--- config.mk ---
export PLATFORM = sky130hd
export DESIGN_NAME = imm_gen
export DESIGN_NICKNAME = d
export VERILOG_FILES = /design/src/rtl/imm_gen_pkg.sv /design/src/rtl/imm_gen.sv
export SDC_FILE = /design/constraint.sdc
export NUM_CORES = 1
export LEC_CHECK = 0
export CAP_MARGIN = 15
export CORE_UTILIZATION = 30
export CTS_CLUSTER_DIAMETER = 150
export DETAILED_ROUTE_END_ITERATION = 12
export PLACE_DENSITY_LB_ADDON = 0.1
export SYNTH_ARGS = -nofsm -noshare
export SYNTH_HDL_FRONTEND = slang
export SYNTH_SLANG_ARGS = --single-unit
--- constraint.sdc ---
create_clock -name clk -period 1.2 [get_ports clk]
set_clock_uncertainty 0.2 [all_clocks]
set_input_delay 0.18 -clock clk [delete_from_list [all_inputs] [get_ports clk]]
set_output_delay 0.18 -clock clk [all_outputs]
set_load 0.01 [all_outputs]
--- src/rtl/imm_gen_pkg.sv ---
// Shared decode constants for the RV32I control unit and immediate generator.
// The IMM_* codes are what the control unit drives onto imm_sel.
package imm_gen_pkg;

   localparam int unsigned XLEN      = 32;
   localparam int unsigned IMM_SEL_W = 3;

   // Immediate format select encodings
   localparam logic [IMM_SEL_W-1:0] IMM_I = 3'd0;
   localparam logic [IMM_SEL_W-1:0] IMM_S = 3'd1;
   localparam logic [IMM_SEL_W-1:0] IMM_B = 3'd2;
   localparam logic [IMM_SEL_W-1:0] IMM_U = 3'd3;
   localparam logic [IMM_SEL_W-1:0] IMM_J = 3'd4;

endpackage

--- src/rtl/imm_gen.sv ---
// RV32I immediate generator. Extracts and sign-extends the immediate field of
// the instruction word according to imm_sel. The result is available both
// combinationally (imm_out) and as a one-cycle registered copy (imm_q).
// Codes 5..7 are unassigned: imm_out is forced to zero and sel_err is raised.
module imm_gen
   import imm_gen_pkg::*;
(
   input  logic                 clk,
   input  logic                 rst,
   input  logic [XLEN-1:0]      instr,
   input  logic [IMM_SEL_W-1:0] imm_sel,
   output logic [XLEN-1:0]      imm_out,
   output logic [XLEN-1:0]      imm_q,
   output logic                 sel_err
);

   // Decode the immediate field; sign bit is always instr[31]
   always_comb begin
      imm_out = '0;
      sel_err = 1'b0;
      case (imm_sel)
         IMM_I: imm_out = {{20{instr[31]}}, instr[31:20]};
         IMM_S: imm_out = {{20{instr[31]}}, instr[31:25], instr[11:7]};
         IMM_B: imm_out = {{19{instr[31]}}, instr[31], instr[7], instr[30:25],
                           instr[11:8], 1'b0};
         IMM_U: imm_out = {instr[31:12], 12'b0};
         IMM_J: imm_out = {{11{instr[31]}}, instr[31], instr[19:12], instr[20],
                           instr[30:21], 1'b0};
         default: begin
            imm_out = '0;
            sel_err = 1'b1;
         end
      endcase
   end

   // Registered copy for pipelined consumers; cleared asynchronously by rst
   always_ff @(posedge clk or posedge rst) begin
      if (rst) begin
         imm_q <= '0;
      end else begin
         imm_q <= imm_out;
      end
   end

endmodule

==> results_dict.tcl, run 1 <==
set metrics [dict create \
    status "finished, violations left" \
    violations "negative setup slack" \
    core_area_um2 4140 \
    postPlaceCellArea_um2 2640 \
    slew_viol_final 0 \
    portBuffers 94 \
    grt_usage_pct 21.0 \
    cp_data_arrival_time_ns 1.20 \
    clockRootBuffer "clkbuf_8" \
    routed-via-count 1514 \
    final_common_cell "buf_2" \
    ant_nets 0 \
    synthTopCellsByArea "dfrtp_1 (60%), nor2b_1 (7.0%), nand2_1 (6.5%)" \
    min_path_type "input pin to register" \
    worst_path_largest_cell_delay_ns 0.34 \
    antenna_found_initial 0 \
    via_per_inst 4.76 \
    synth_top_area_share_pct 59.9 \
    tightest_slew_ns 0.246 \
    finalSetupViolCount 36 \
    drive_gt1_share_pct 67.5 \
    crit_type "input pin to primary output" \
    synthCells 130 \
    hold_depth 3 \
    path_cells "buf_8 > maj3_2 > buf_4 > nand2b_4 > nand2_2 > buf_6" \
    final_area_um2 2910 \
    grt_pass1_vias 1429 \
    numCtsBuffers 5 \
    grt_max_degree 33 \
    worstSetupEndpoint "imm_out[26]" \
    wl_per_cell_um 15.4 \
    finalCriticalPeriod_ns 1.58 \
    cts_tree "done" \
    htree_levels 2 \
    clock_path_buffers 2 \
    ir_drop_uv 616 \
    worst_slack_ns -0.377 \
    fin_nets 305 \
    start_util_pct 32.2 \
    ys_seq_area_share_pct 59.9 \
    grt_pass1_wl_mm 7.04 \
    yosys_warnings 0 \
    syn_area_per_cell_um2 10.3 \
    cap_violations 0 \
    finalCritPeriodShare_pct 131 \
    critPathRequiredTime_ns 0.82 \
    area_delta_synth_final_pct 118 \
    clkTransAtPathRegs_ns 0.06 \
    cp_max_fo 6 \
    drtIter0Drc 35 \
    cp-startpoint "imm_sel[2]" \
    final_cell_mix "buf_2 (51), dfrtp_1 (32), buf_4 (32), buf_6 (21), dlygate4sd2_1 (17)" \
    ios 102 \
    power_leakage_nw 1.52 \
    cts_sinks 32 \
    max_freq_mhz 634 \
    gp_congestion 0.721 \
    synth.distinct_cells 21 \
    synth.net_count 167 \
    die_w_um 68.7 \
    die_h_um 68.7 \
    synth_area_um2 1340 \
    cp_slowest_cell "maj3_2" \
    netlist.top_cell.by_area "dfrtp_1" \
    diodes 0 \
    start_kind "input pin" \
    fin_hold_ws_ns 0.0250 \
    route.detailed.drc 0 \
    power-per-cell-area_nw_per_um2 994 \
    cts_hold_buf 0 \
    num_rows 23 \
    overflow 0 \
    top_register "imm_q" \
    drt_pass1_iterations 4 \
    dpl.hpwl_mm 3.30 \
    top_regs "imm_q x32" \
    totalWireLength_mm 4.89 \
    critPathCaptureType "primary output" \
    largest_reg_flops 32 \
    synth-seq-cells 32 \
    die_area_um2 4730 \
    grt_setup_unrepaired "yes" \
    max-slew-margin-rel_pct 83.1 \
    hold_violations 0 \
]
-- layout make-up --
| type | instances | area [um2] |
|---|---|---|
| fillers | 323 | 1230 |
| well taps | 50 | 62.6 |
| clock buffers | 6 | 72.6 |
| multi-input cells | 86 | 787 |
| repair buffers | 141 | 1180 |
| clock inverters | 1 | 5.00 |
| inverters | 2 | 7.51 |
| flip-flops and latches | 32 | 801 |
-- synthesized netlist by cell type --
master and instances:
dfrtp_1 32, nand2_1 23, a21oi_1 16, nor2b_1 15, o21ai_0 8, o22ai_1 8
buf_2 5, clkbuf_1 4, nand2b_1 4, and2b_1 2, buf_6 2, inv_1 2
a32oi_1 1, and2_1 1, and3b_1 1, maj3_2 1, mux2i_1 1, nand2b_4 1
nand3b_1 1, nor2_1 1, nor3_1 1
-- cells by family (layout without fill, tap and decap cells) --
group | count (synthesis) | after routing | synth area share [%]
compound gates | 33 | 33 | 13.4
fa+ha+maj | 1 | 1 | 0.843
buf+inv | 13 | 150 | 5.24
flops | 32 | 32 | 59.9
mux | 1 | 1 | 0.749
simple gates | 50 | 51 | 19.8
-- metrics by stage --
stage	total power, W	instances	util, %	setup TNS (ns)	setup slack [ns]
2_1_floorplan	0.00154	130	-	-2.79	-0.176
6_report	0.00290	318	70.3	-9.88	-0.377
4_1_cts	0.00284	309	65.6	-8.10	-0.347
5_1_grt	0.00303	318	70.3	-11.21	-0.412
3_3_place_gp	0.00207	285	63.6	-50.11	-1.12
3_5_place_dp	0.00209	285	63.6	-53.30	-1.17
-- what timing repair did --
action / in CTS / in global routing
cloned: 1 / 1
buffers inserted: 16 / 9
pin swaps: 12 / 11
resized for setup: 357 / 23
setup endpoints to repair: 97 / 36
-- layer usage --
layer | global-route usage, % | vias to the layer above | wire (um)
li1 | - | 712 | -
met1 | 24.5 | 719 | 1880
met2 | 35.8 | 68 | 2490
met3 | 6.41 | 15 | 384
met4 | 8.67 | 0 | 136
met5 | 0 | - | 0
-- where the power goes --
part	switching [W]	internal, W	total [W]
combinational	0.000445	0.000503	0.000948
sequential	0.0000190	0.00116	0.00118
clock	0.000378	0.000393	0.000771
total	0.000842	0.00206	0.00290
-- worst min path at each step --
stage / from / endpoint / slack (ns)
after global placement: rst / imm_q[14]$_DFF_PP0_ / 0.35
after floorplan: rst / imm_q[0]$_DFF_PP0_ / 0.1
after global routing: imm_sel[2] / imm_q[0]$_DFF_PP0_ / 0.03
after detailed placement: rst / imm_q[15]$_DFF_PP0_ / 0.35
final: imm_sel[2] / imm_q[0]$_DFF_PP0_ / 0.03
after CTS: imm_sel[2] / imm_q[0]$_DFF_PP0_ / 0.02
-- critical path, delay by kind of cell --
family	cells	cell delay (ns)
AND/OR/NAND/NOR	2	0.30
buffers and inverters	3	0.37
adder cells (fa/ha/maj)	1	0.34
Note: power is estimated with default switching activity, not from simulation.
==> run 2: changes to the inputs <==
==> constraint.sdc (replaced) <==
create_clock -name clk -period 1.2 [get_ports clk]
set_clock_uncertainty 0.2 [all_clocks]
set_input_delay 0.18 -clock clk [delete_from_list [all_inputs] [get_ports clk]]
set_output_delay 0.18 -clock clk [all_outputs]
set_load 0.1 [all_outputs]
==> run 2 against run 1 <==
Effect of this change: the run now fails in 5_1_grt; synthesized area is the same; synthesized cell count did not move.
==> results_dict.tcl, run 2 <==
set metrics [dict create \
    htree_levels 2 \
    numCtsBuffers 5 \
    synth_edf_count 0 \
    netlist.top_cell.by_area "dfrtp_1" \
    place_ws_ns -1.02 \
    synth_top_area_share_pct 59.9 \
    syn_area_per_cell_um2 10.3 \
    grt_max_degree 33 \
    worstEndpointGrtRepair "imm_out[23]" \
    num_rows 23 \
    portBuffers 94 \
    start_util_pct 32.2 \
    cts_sinks 32 \
    ys_seq_area_share_pct 59.9 \
    synth_area_um2 1340 \
    synth-main-ff-cell "dfrtp_1" \
    synthTopCellsByCount "dfrtp_1 (32), nand2_1 (23), a21oi_1 (16), nor2b_1 (15)" \
    gp_congestion 0.750 \
    yosys_warnings 0 \
    die_w_um 68.7 \
    synthTopCellsByArea "dfrtp_1 (60%), nor2b_1 (7.0%), nand2_1 (6.5%)" \
    synthCells 130 \
    dpl.hpwl_mm 4.23 \
    synth.distinct_cells 21 \
    synth-seq-cells 32 \
    stop_stage "5_1_grt" \
    yosysMostFrequentCell "dfrtp_1" \
    error_line "[ERROR DPL-0038] Utilization greater than 100%, impossible to legalize" \
    status "did not finish" \
    ios 102 \
    clock_path_buffers 2 \
    clockRootBuffer "clkbuf_8" \
    worst-endpoint-pin-kind "top-level output" \
    synth.net_count 167 \
    async_reset_ff_share_pct 100 \
    die_h_um 68.7 \
]
run 2: cell counts after synthesis:
No cell type changed its count.
run 2: what timing repair did:
action	CTS
hold endpoints to repair	1
gates resized for setup	95
cloned	1
setup buffers	10
setup endpoints to repair	97
pin swaps	20
run 2: kinds of logic after synthesis:
| group | Yosys count | synth area share (%) |
|---|---|---|
| simple gates | 50 | 19.8 |
| compound gates | 33 | 13.4 |
| flops | 32 | 59.9 |
| buf+inv | 13 | 5.24 |
| mux | 1 | 0.749 |
| fa+ha+maj | 1 | 0.843 |
run 2: through the flow:
step | cell area (um2) | hold slack [ns] | cells
after floorplan | 1870 | 0.0940 | 130
after global placement | 3640 | 0.343 | 291
after detailed placement | 3640 | 0.361 | 291
after CTS | 3990 | -0.00105 | 308
==> run 3: changes to the inputs <==
--- a/config.mk
+++ b/config.mk
@@ -6,10 +6,9 @@
 export NUM_CORES = 1
 export LEC_CHECK = 0
 export CAP_MARGIN = 15
-export CORE_UTILIZATION = 30
-export CTS_CLUSTER_DIAMETER = 150
+export CORE_UTILIZATION = 20
 export DETAILED_ROUTE_END_ITERATION = 12
-export PLACE_DENSITY_LB_ADDON = 0.1
+export PLACE_DENSITY_LB_ADDON = 0.15
 export SYNTH_ARGS = -nofsm -noshare
 export SYNTH_HDL_FRONTEND = slang
 export SYNTH_SLANG_ARGS = --single-unit
==> constraint.sdc (replaced) <==
create_clock -name clk -period 1.55 [get_ports clk]
set_clock_uncertainty 0.2 [all_clocks]
set_input_delay 0.2325 -clock clk [delete_from_list [all_inputs] [get_ports clk]]
set_output_delay 0.2325 -clock clk [all_outputs]
set_load 0.1 [all_outputs]
==> run 3 against run 2 <==
Effect of this change: the flow now finishes, with violations (negative setup slack).
==> results_dict.tcl, run 3 (synthesis results as in run 1) <==
set metrics [dict create \
    routed-via-count 1455 \
    clkTransAtPathRegs_ns 0.07 \
    cp_max_fo 6 \
    power-per-cell-area_nw_per_um2 956 \
    antenna_found_initial 0 \
    die_w_um 83.7 \
    status "finished, violations left" \
    area_delta_synth_final_pct 203 \
    grt_setup_unrepaired "yes" \
    htree_levels 2 \
    grt_pass1_wl_mm 8.07 \
    dpl.hpwl_mm 3.73 \
    ant_nets 0 \
    wl_per_cell_um 14.6 \
    clockRootBuffer "clkbuf_8" \
    fin_nets 294 \
    drt_pass1_iterations 2 \
    num_rows 29 \
    fillers 475 \
    final_cell_mix "buf_12 (71), dfrtp_1 (32), buf_4 (19), dlygate4sd2_1 (17), nor2b_4 (13)" \
    hold_violations 0 \
    final_common_cell "buf_12" \
    drtIter0Drc 22 \
    start_util_pct 20.9 \
    via_per_inst 4.34 \
    route.detailed.drc 0 \
    drive_gt1_share_pct 73.3 \
    cts_hold_buf 0 \
    grt_max_degree 33 \
    gp_congestion 0.702 \
    slew_viol_final 0 \
    min_path_type "input pin to asynchronous set/reset pin" \
    max_freq_mhz 581 \
    violations "negative setup slack" \
    grt_pass1_vias 1570 \
    path_cells "buf_8 > maj3_2 > buf_12 > and2b_4 > buf_12" \
    max-slew-margin-rel_pct 85.1 \
    critical_path.most_common_cell "buf_12" \
    diodes 0 \
    crit_type "input pin to primary output" \
    cp_slowest_cell "maj3_2" \
    top_register "imm_q" \
    clock_path_buffers 2 \
    core_area_um2 6390 \
    grt_usage_pct 15.0 \
    portBuffers 94 \
    cap_violations 0 \
    critPathCaptureType "primary output" \
    post-route-util_pct 63.4 \
    cp_data_arrival_time_ns 1.29 \
    finalCriticalPeriod_ns 1.72 \
    cts_tree "done" \
    tightest_slew_ns 0.218 \
    power_leakage_nw 1.76 \
    finalCritPeriodShare_pct 111 \
    totalWireLength_mm 4.90 \
    overflow 0 \
    worst_path_largest_cell_delay_ns 0.35 \
    ios 102 \
    start_kind "input pin" \
    critPathRequiredTime_ns 1.12 \
    cts_sinks 32 \
    die_area_um2 7010 \
    numCtsBuffers 5 \
    placed_cells 317 \
    largest_reg_flops 32 \
    fin_cells 335 \
    die_h_um 83.7 \
    worst_slack_ns -0.172 \
    finalSetupViolCount 30 \
    ir_drop_uv 559 \
    top_regs "imm_q x32" \
]
## run 3: metal layers
metal  part of all wire, %  GRT usage (%)  vias to the layer above
met3                   6.0           4.25                        5
met4                   1.0           5.55                        0
met5                     0              0                        -
met2                    52           25.9                       59
met1                    41           17.5                      706
li1                      -              -                      685
## run 3: area by class of cell
class | instances | area (um2) | share of cell area [%]
inverters | 2 | 7.51 | 0.186
clock inverters | 2 | 35.0 | 0.866
multi-input cells | 86 | 1060 | 26.1
clock buffers | 6 | 72.6 | 1.79
well taps | 77 | 96.3 | 2.38
repair buffers | 130 | 1980 | 48.9
flip-flops and latches | 32 | 801 | 19.8
## run 3: worst max-delay path, delay by kind of cell
kind	cells	cell delay, ns
buffers and inverters	3	0.43
adder cells (fa/ha/maj)	1	0.35
AND/OR/NAND/NOR	1	0.26
## run 3: worst max-delay path by stage
stage / startpoint / end / slack [ns] / cells past startpoint
6_report: imm_sel[2] / imm_out[8] / -0.17 / 5
5_1_grt: imm_sel[2] / imm_out[8] / -0.19 / 5
4_1_cts: imm_sel[2] / imm_out[5] / -0.17 / 5
3_5_place_dp: imm_sel[0] / imm_out[24] / -0.63 / 5
3_3_place_gp: imm_sel[1] / imm_out[1] / -0.60 / 7
2_1_floorplan: imm_sel[0] / imm_out[0] / -0.36 / 4
## run 3: metrics by stage
step | hold WS, ns | power, W | setup WS [ns] | instance area (um2) | setup TNS [ns]
after floorplan | 0.149 | 0.00220 | -0.360 | 1780 | -11.61
after global placement | 0.407 | 0.00299 | -0.601 | 3600 | -26.26
after detailed placement | 0.412 | 0.00300 | -0.629 | 3600 | -27.34
after CTS | 0.0986 | 0.00390 | -0.175 | 3990 | -2.99
after global routing | 0.121 | 0.00399 | -0.190 | 4050 | -3.75
final | 0.0935 | 0.00387 | -0.172 | 4050 | -2.59
## run 3: where the power goes
part / internal, W / leakage [nW] / total, W / switching [W]
registers: 0.000899 / 0.408 / 0.000950 / 0.0000514
logic: 0.000784 / 1.30 / 0.00211 / 0.00133
clock network: 0.000477 / 0.0552 / 0.000806 / 0.000329
total: 0.00216 / 1.76 / 0.00387 / 0.00171
## run 3: what timing repair did
action | 4_1_cts | 5_1_grt
pin swaps | 24 | 4
setup buffers | 5 | 4
hold endpoints to repair | 0 | 0
cloned | 1 | 0
endpoints found under the setup margin | 36 | 32
resized for setup | 97 | 10
